--- config.mk ---
export PLATFORM = sky130hd
export DESIGN_NAME = sram_port_arbiter
export DESIGN_NICKNAME = d
export VERILOG_FILES = /design/src/rtl/sram_port_arbiter.sv
export SDC_FILE = /design/constraint.sdc
export NUM_CORES = 1
export LEC_CHECK = 0
export CAP_MARGIN = 20
export CELL_PAD_IN_SITES_DETAIL_PLACEMENT = 1
export CELL_PAD_IN_SITES_GLOBAL_PLACEMENT = 2
export CORE_MARGIN = 5
export CORE_UTILIZATION = 24
export DETAILED_ROUTE_END_ITERATION = 10
export PLACE_DENSITY = 0.87
export SYNTH_ARGS = -nofsm -noshare
export SYNTH_HDL_FRONTEND = slang
export SYNTH_SLANG_ARGS = --single-unit
--- constraint.sdc ---
create_clock -name clk -period 6.4 [get_ports clk]
set_input_delay 1.28 -clock clk [delete_from_list [all_inputs] [get_ports clk]]
set_output_delay 1.28 -clock clk [all_outputs]
set_load 0.01 [all_outputs]
--- src/rtl/sram_port_arbiter.sv ---
// Three-way arbiter for the single SRAM command port: boot copier only during boot,
// then round-robin between CPU data and instruction fetch.
module sram_port_arbiter #(
  parameter int unsigned AW      = 22,
  parameter int unsigned DW      = 32,
  parameter int unsigned TIMEOUT = 255
) (
  input  logic          clk,
  input  logic          rst,
  input  logic          i_boot_done,
  input  logic          i_p0_req,
  input  logic          i_p0_we,
  input  logic [AW-1:0] i_p0_addr,
  input  logic [DW-1:0] i_p0_wdata,
  output logic          o_p0_ack,
  output logic          o_p0_err,
  output logic [DW-1:0] o_p0_rdata,
  input  logic          i_p1_req,
  input  logic          i_p1_we,
  input  logic [AW-1:0] i_p1_addr,
  input  logic [DW-1:0] i_p1_wdata,
  output logic          o_p1_ack,
  output logic          o_p1_err,
  output logic [DW-1:0] o_p1_rdata,
  input  logic          i_p2_req,
  input  logic          i_p2_we,
  input  logic [AW-1:0] i_p2_addr,
  input  logic [DW-1:0] i_p2_wdata,
  output logic          o_p2_ack,
  output logic          o_p2_err,
  output logic [DW-1:0] o_p2_rdata,
  output logic          o_mem_cs,
  output logic          o_mem_we,
  output logic [AW-1:0] o_mem_addr,
  output logic [DW-1:0] o_mem_wdata,
  input  logic [DW-1:0] i_mem_rdata,
  input  logic          i_mem_ready,
  output logic          o_busy
);

  typedef enum logic [2:0] {StIdle, StIssue, StGap, StWait, StDone} state_e;

  localparam logic [7:0] TmoLast = 8'(TIMEOUT - 1);

  state_e        r_state, w_state_d;
  logic [1:0]    r_win, r_rr_last, w_gid;
  logic          r_we, r_err, w_err_d, w_grant, w_cap;
  logic [AW-1:0] r_addr;
  logic [DW-1:0] r_wdata;
  logic [7:0]    r_tmo_cnt, w_tmo_d;
  logic [DW-1:0] r_rdata0, r_rdata1, r_rdata2;
  logic          w_sel_we;
  logic [AW-1:0] w_sel_addr;
  logic [DW-1:0] w_sel_wdata;
  logic          w_done;

  always_comb begin
    w_state_d = r_state;
    w_grant   = 1'b0;
    w_gid     = r_win;
    w_cap     = 1'b0;
    w_err_d   = r_err;
    w_tmo_d   = r_tmo_cnt;
    unique case (r_state)
      StIdle: begin
        if (i_mem_ready) begin
          if (!i_boot_done) begin
            if (i_p0_req) begin
              w_grant = 1'b1;
              w_gid   = 2'd0;
            end
          end else if (i_p1_req && i_p2_req) begin
            // Contention: the port that did not win last time goes first.
            w_grant = 1'b1;
            w_gid   = (r_rr_last == 2'd1) ? 2'd2 : 2'd1;
          end else if (i_p1_req) begin
            w_grant = 1'b1;
            w_gid   = 2'd1;
          end else if (i_p2_req) begin
            w_grant = 1'b1;
            w_gid   = 2'd2;
          end
        end
        if (w_grant) w_state_d = StIssue;
      end
      StIssue: begin
        w_tmo_d   = 8'd0;
        w_state_d = StGap;
      end
      StGap: w_state_d = StWait;
      StWait: begin
        if (i_mem_ready) begin
          w_cap     = ~r_we;
          w_err_d   = 1'b0;
          w_state_d = StDone;
        end else if (r_tmo_cnt == TmoLast) begin
          w_err_d   = 1'b1;
          w_state_d = StDone;
        end else begin
          w_tmo_d = r_tmo_cnt + 8'd1;
        end
      end
      StDone: w_state_d = StIdle;
      default: w_state_d = StIdle;
    endcase
  end

  always_comb begin
    w_sel_we    = i_p0_we;
    w_sel_addr  = i_p0_addr;
    w_sel_wdata = i_p0_wdata;
    case (w_gid)
      2'd1: begin
        w_sel_we    = i_p1_we;
        w_sel_addr  = i_p1_addr;
        w_sel_wdata = i_p1_wdata;
      end
      2'd2: begin
        w_sel_we    = i_p2_we;
        w_sel_addr  = i_p2_addr;
        w_sel_wdata = i_p2_wdata;
      end
      default: ;
    endcase
  end

  always_ff @(posedge clk or posedge rst) begin
    if (rst) begin
      r_state   <= StIdle;
      r_win     <= 2'd0;
      r_rr_last <= 2'd2;
      r_we      <= 1'b0;
      r_addr    <= '0;
      r_wdata   <= '0;
      r_err     <= 1'b0;
      r_tmo_cnt <= 8'd0;
      r_rdata0  <= '0;
      r_rdata1  <= '0;
      r_rdata2  <= '0;
    end else begin
      r_state   <= w_state_d;
      r_err     <= w_err_d;
      r_tmo_cnt <= w_tmo_d;
      // The command latch doubles as the SRAM address/data outputs.
      if (w_grant) begin
        r_win   <= w_gid;
        r_we    <= w_sel_we;
        r_addr  <= w_sel_addr;
        r_wdata <= w_sel_wdata;
      end
      if (r_state == StDone && r_win != 2'd0) r_rr_last <= r_win;
      if (w_cap) begin
        case (r_win)
          2'd0:    r_rdata0 <= i_mem_rdata;
          2'd1:    r_rdata1 <= i_mem_rdata;
          default: r_rdata2 <= i_mem_rdata;
        endcase
      end
    end
  end

  assign w_done      = (r_state == StDone);
  assign o_mem_cs    = (r_state == StIssue);
  assign o_mem_we    = o_mem_cs & r_we;
  assign o_mem_addr  = r_addr;
  assign o_mem_wdata = r_wdata;
  assign o_busy      = (r_state != StIdle);
  assign o_p0_ack    = w_done & (r_win == 2'd0);
  assign o_p1_ack    = w_done & (r_win == 2'd1);
  assign o_p2_ack    = w_done & (r_win == 2'd2);
  assign o_p0_err    = o_p0_ack & r_err;
  assign o_p1_err    = o_p1_ack & r_err;
  assign o_p2_err    = o_p2_ack & r_err;
  assign o_p0_rdata  = r_rdata0;
  assign o_p1_rdata  = r_rdata1;
  assign o_p2_rdata  = r_rdata2;

endmodule

# ---- Word-level counts from Yosys, hierarchy flattened
# Index checks and enable logic that the tools add are counted.
dict set report word_totals {
  reg_bits 167
  inputBits 204
  out_inout_bits 159
  elab_cells 80
}
dict set report op_classes {
  addsub 1
  eq_ne 14
  n_mux 30
  n_bitwise 9
  n_reduce_logical 15
}
# cell n
set op_table {}
lappend op_table {{32-bit case mux with 2 select lines} 1}
lappend op_table {{22-bit case mux with 2 select lines} 1}
lappend op_table {{2-bit two-way mux} 8}
lappend op_table {{8-bit two-way mux} 2}
lappend op_table {{8-bit case mux with 2 select lines} 1}
lappend op_table {{1-bit two-way mux} 12}
lappend op_table {{3-bit case mux with 4 select lines} 1}
lappend op_table {{2-bit AND reduction} 5}
lappend op_table {{3-bit two-way mux} 3}
lappend op_table {{8-bit by 1-bit adder with 8-bit output (second input constant)} 1}
lappend op_table {{8-bit equality test (second input constant)} 1}
lappend op_table {{1-bit bitwise AND} 7}
lappend op_table {{2-bit by 1-bit equality test with 1-bit output (second input constant)} 3}
lappend op_table {{3-bit by 2-bit equality test with 1-bit output (second input constant)} 2}
lappend op_table {{2-bit nonzero test} 3}
lappend op_table {{2-bit equality test (second input constant)} 2}
lappend op_table {{2-bit != test (second input constant)} 2}
lappend op_table {{3-bit by 1-bit equality test with 1-bit output (second input constant)} 1}
lappend op_table {{3-bit equality test (second input constant)} 1}
lappend op_table {{3-bit zero test} 1}
lappend op_table {{3-bit != test (second input constant)} 1}
lappend op_table {{3-bit AND reduction} 1}
lappend op_table {{3-bit nonzero test} 1}
lappend op_table {{1-bit logical AND} 2}
lappend op_table {{other kinds (5)} 6}

# ---- Depth between registers and ports, before layout
dict set report logic_depth {
  word_depth 8
  ltp_mapped 12
  depth_no_buf 9
}

# ---- Worst setup path before layout
# OpenSTA, ideal clock, no wires.
dict set report synth_timing {
  kind {input to register}
  from {in i_mem_ready}
  to {reg r_addr[10] (netlist: o_mem_addr[10])}
  setup_ns 0.130
  arrival_ns 2.989
  required_time_ns 6.270
  path_slack_ns 3.281
  cell_stages 9
  path_buffers 2
  cell_sequence {nor4b_4 > nand4_1 > and2_1 > ha_1 > clkbuf_1 > clkbuf_1 > nor2_1 > a21oi_1 > o21ai_1}
}
dict set report synth_via {
  elab_chain_len 4
  word_cells_on_any_way 8
  classes_between {eq/ne: 2; mux: 6}
}
# element line_no
set synth_rtl {}
lappend synth_rtl {{start, declared} 37} ;# input logic i_mem_ready,
lappend synth_rtl {{2-bit two-way mux} 66} ;# if (i_mem_ready) begin
lappend synth_rtl {{2-bit two-way mux} 64} ;# unique case (r_state)
lappend synth_rtl {{2-bit equality test or 2-bit by 1-bit equality test with 1-bit output (tied branches)} 112} ;# case (w_gid)
lappend synth_rtl {{22-bit case mux with 2 select lines} 112}
lappend synth_rtl {{end signal, assigned} 148} ;# r_addr <= w_sel_addr;
lappend synth_rtl {{end, declared} 48} ;# logic [AW-1:0] r_addr;
# Parallel ways exist; a longest one is shown, timed or not. The select of a mux whose other input is x is not followed.
# A chain may end at the register's enable or synchronous reset.

# ---- Final worst setup path
dict set report layout_timing {
  from {in i_mem_ready}
  to {reg r_wdata[0] (netlist: o_mem_wdata[0])}
}
dict set report layout_via {
  elab_chain_len 4
  word_cells_on_any_way 8
  classes_between {eq/ne: 2; mux: 6}
}
# element line_no
set layout_rtl {}
lappend layout_rtl {{2-bit two-way mux} 66}
lappend layout_rtl {{2-bit two-way mux} 64}
lappend layout_rtl {{2-bit equality test or 2-bit by 1-bit equality test with 1-bit output (tied branches)} 112}
lappend layout_rtl {{32-bit case mux with 2 select lines} 112}
lappend layout_rtl {{end signal, assigned} 149} ;# r_wdata <= w_sel_wdata;
lappend layout_rtl {{end, declared} 49} ;# logic [DW-1:0] r_wdata;
# Parallel ways exist; a longest one is shown, timed or not. The select of a mux whose other input is x is not followed.

==> flow_metrics.tcl <==
set metrics [dict create \
    tritoncts "done" \
    worst_setup_sp_type "input pin" \
    post_cts_hold_buffer_count 0 \
    clock_sink_count 167 \
    core.rowCount 65 \
    fin_area_sq_um 12110 \
    grt_max_degree 102 \
    grt_pass1_vias 7211 \
    drive_gt1_share_pct 13.74 \
    remaining_max_slew_budget_at_the_tightest_pin_pct 28.01 \
    storage_cell_area_sq_um 4180 \
    share_clk_of_total_power_pct 18.6 \
    fin_nets 1236 \
    power_switching_uw 2039 \
    globalRouteOverflowTotal 0 \
    ant_nets 0 \
    drt_pre_antenna_iters 4 \
    skew_ns 0.01110 \
    postSynthCellCount 692 \
    core-area_sq_um 31310 \
    area_of_the_multi_input_gates_sq_um 3146 \
    pre_cts_slack_ns 1.798 \
    r2r_setup_slack_ns 3.05 \
    cts-root-buf "sky130_fd_sc_hd__clkbuf_16" \
    clk_transition_reported_paths_ns 0.07 \
    synth.avg_cell_area_sq_um 10.92 \
    sw_frac_of_total_pct 37.16 \
    cts_setup_buffers 0 \
    post_dp_hpwl_microns 20110 \
    synth.cell_area_sq_um 7557 \
    final_cell_mix "362 x sky130_fd_sc_hd__clkdlybuf4s50_1, 166 x sky130_fd_sc_hd__dfrtp_1, 93 x sky130_fd_sc_hd__mux2_2, 72 x sky130_fd_sc_hd__nand2_1, 64 x sky130_fd_sc_hd__nor2_1" \
    grt_usage_pct 14.79 \
    dr.first_iter.drc_count 219 \
    synth-seq-cells 167 \
    final.fill_count 3431 \
    worstRegToRegCells 8 \
    clock_latency_ns 0.43 \
    drt-wirelength-per-cell_microns 18.23 \
    worst-path-max-fanout 90 \
    hold_ws_ns 0.4835 \
    globalplace.congestion 0.7750 \
    period_share_pct 64.56 \
    route.top_layer_used "met4" \
    critPathRequiredTime_ns 6.68 \
    min_period_ns 4.132 \
    die_height_microns 187.5 \
    routed_length_on_met1_microns 10890 \
    initial_utilization_pct 24.14 \
    route.final.wire_length_microns 26310 \
    setup-tns-final_ns 0 \
    post_synthesis_cell_type_count 47 \
    setup_slack_ns 2.268 \
    port-buffer-count 362 \
    power.share.combinational_pct 48.2 \
    drc 0 \
    run_status "finished clean" \
    htreeDepth 4 \
    route.met3.wl_microns 2456 \
    timing_worst_setup_path_type "input pin to register" \
    sequentialPowerShare_pct 33.1 \
    maxSlewViolCount 0 \
    leakagePower_uw 0.005025 \
    vias 6579 \
    setup_viol_count_final 0 \
    detailroute.wirelength.met2_microns 12630 \
    area_delta_synth_final_pct 60.22 \
    grt_pass1_wl_microns 41760 \
    post_cts_resize_count 0 \
    drv.max_cap_violation_count 0 \
    grt_setup_unrepaired "no" \
    ir_drop_uv 198.1 \
    placement.cell_area_sq_um 11530 \
    p_per_area_nw_per_um2 453.1 \
    ctsLongestPathBuffers 2 \
    tritoncts.num_buffers 17 \
    achievable-frequency_mhz 242.0 \
    dieArea_sq_um 35140 \
    syn-num-nets 900 \
    kind_of_path_behind_the_tightest_hold_check "register to register" \
    yosysWarningCount 0 \
    ios 363 \
    worstSetupEndpointType "register" \
    insertedDiodeCount 0 \
    floorplan.die.width_microns 187.5 \
    final-hold-violation-count 0 \
    antenna_found_initial 0 \
    tightest_slew_ns 1.077 \
    timing.critical_path.arrival_ns 4.41 \
    via_per_inst 4.559 \
    worst_hold_path.num_cells 2 \
    yosysSeqAreaShare_pct 55.31 \
    intPower_uw 3447 \
    layout_commonest_cell "sky130_fd_sc_hd__clkdlybuf4s50_1" \
]
[power groups by stage]
stage,registers (uW),clock network [uW],logic (uW)
4_1_cts,1830,1060,2700
2_1_floorplan,1980,0,1160
5_1_grt,1890,1110,2910
3_3_place_gp,1820,0,2630
3_5_place_dp,1840,0,2690
6_report,1820,1020,2650
[cell usage after synthesis, drive strengths merged]
cell | count | area share [%]
dfrtp | 166 | 55
mux2 | 98 | 15
nand2 | 72 | 3.6
nor2 | 66 | 3.3
a21oi | 62 | 4.1
o21ai | 57 | 3.8
a22oi | 55 | 5.5
clkbuf | 28 | 1.4
buf | 24 | 2.0
and2 | 7 | 0.58
nor3 | 7 | 0.61
inv | 5 | 0.25
a22o | 4 | 0.46
ha | 4 | 0.66
a221o | 3 | 0.40
nand2b | 3 | 0.25
nand3b | 3 | 0.35
nor3b | 3 | 0.30
nand3 | 2 | 0.13
nand4 | 2 | 0.17
o21a | 2 | 0.20
o31ai | 2 | 0.20
a211oi | 1 | 0.099
a31oi | 1 | 0.083
and3 | 1 | 0.083
and3b | 1 | 0.12
and4 | 1 | 0.12
dfstp | 1 | 0.35
nor2b | 1 | 0.083
nor4 | 1 | 0.083
nor4b | 1 | 0.31
o21bai | 1 | 0.099
o221a | 1 | 0.15
o221ai | 1 | 0.12
o22a | 1 | 0.12
o22ai | 1 | 0.083
o41a | 1 | 0.15
o41ai | 1 | 0.12
or3 | 1 | 0.083
[worst paths after layout]
check / start / to
setup / recovery: i_mem_ready / o_mem_wdata[0]$_DFFE_PP0P_
hold / removal: o_mem_addr[11]$_DFFE_PP0P_ / o_mem_addr[11]$_DFFE_PP0P_
setup reg to reg: r_state[1]$_DFFE_PP0P_ / o_mem_wdata[0]$_DFFE_PP0P_
hold reg to reg: o_mem_addr[11]$_DFFE_PP0P_ / o_mem_addr[11]$_DFFE_PP0P_
max in group asynchronous: rst / o_mem_addr[9]$_DFFE_PP0P_
min in group asynchronous: rst / o_p0_rdata[23]$_DFFE_PP0P_
[registers in the layout, summed over array words and instances (netlist names)]
name / cells
r_err: 1
r_tmo_cnt: 8
o_mem_wdata: 32
r_we: 1
o_mem_addr: 22
r_rr_last: 2
r_state: 3
r_win: 2
o_p0_rdata: 32
o_p1_rdata: 32
o_p2_rdata: 32
[per-layer routing]
layer / global-route usage, % / vias up
li1: - / 3134
met1: 17.52 / 3162
met2: 25.11 / 266
met3: 6.122 / 17
met4: 3.529 / 0
met5: 0 / -
[cell families after synthesis]
logic type | Yosys count | share of synthesized area [%]
flip-flops | 167 | 55.31
buffers and inverters | 57 | 3.626
adder cells (fa/ha/maj) | 4 | 0.6623
multiplexers | 98 | 14.60
AND/OR/NAND/NOR | 172 | 10.18
AO/OA/AOI/OAI | 194 | 15.61
[stage by stage]
stage               total power (uW)  cells  util [%]
floorplan                       3138    692         -
global placement                4448   1411     36.82
detailed placement              4536   1411     36.82
CTS                             5592   1443     38.67
global route                    5909   1443     38.67
finish                          5486   1443     38.67
[worst max-delay path: stages]
cell and delay (ns):
sky130_fd_sc_hd__clkdlybuf4s50_1 0.64, sky130_fd_sc_hd__nor4b_4 0.41, sky130_fd_sc_hd__nand4_1 0.27, sky130_fd_sc_hd__and2_1 0.25
sky130_fd_sc_hd__ha_4 0.81, sky130_fd_sc_hd__buf_4 0.38, sky130_fd_sc_hd__nor2_1 0.08, sky130_fd_sc_hd__a21oi_1 0.14
sky130_fd_sc_hd__o21ai_1 0.08
[area by class of cell]
cell class,instances,area share (%)
Tap cell,402,4.154
Multi-Input combinational cell,468,25.98
Timing Repair Buffer,369,30.36
Sequential cell,167,34.53
Clock buffer,17,3.513
Clock inverter,15,1.271
Inverter,5,0.1963
Power figures use the tool's default switching activity.
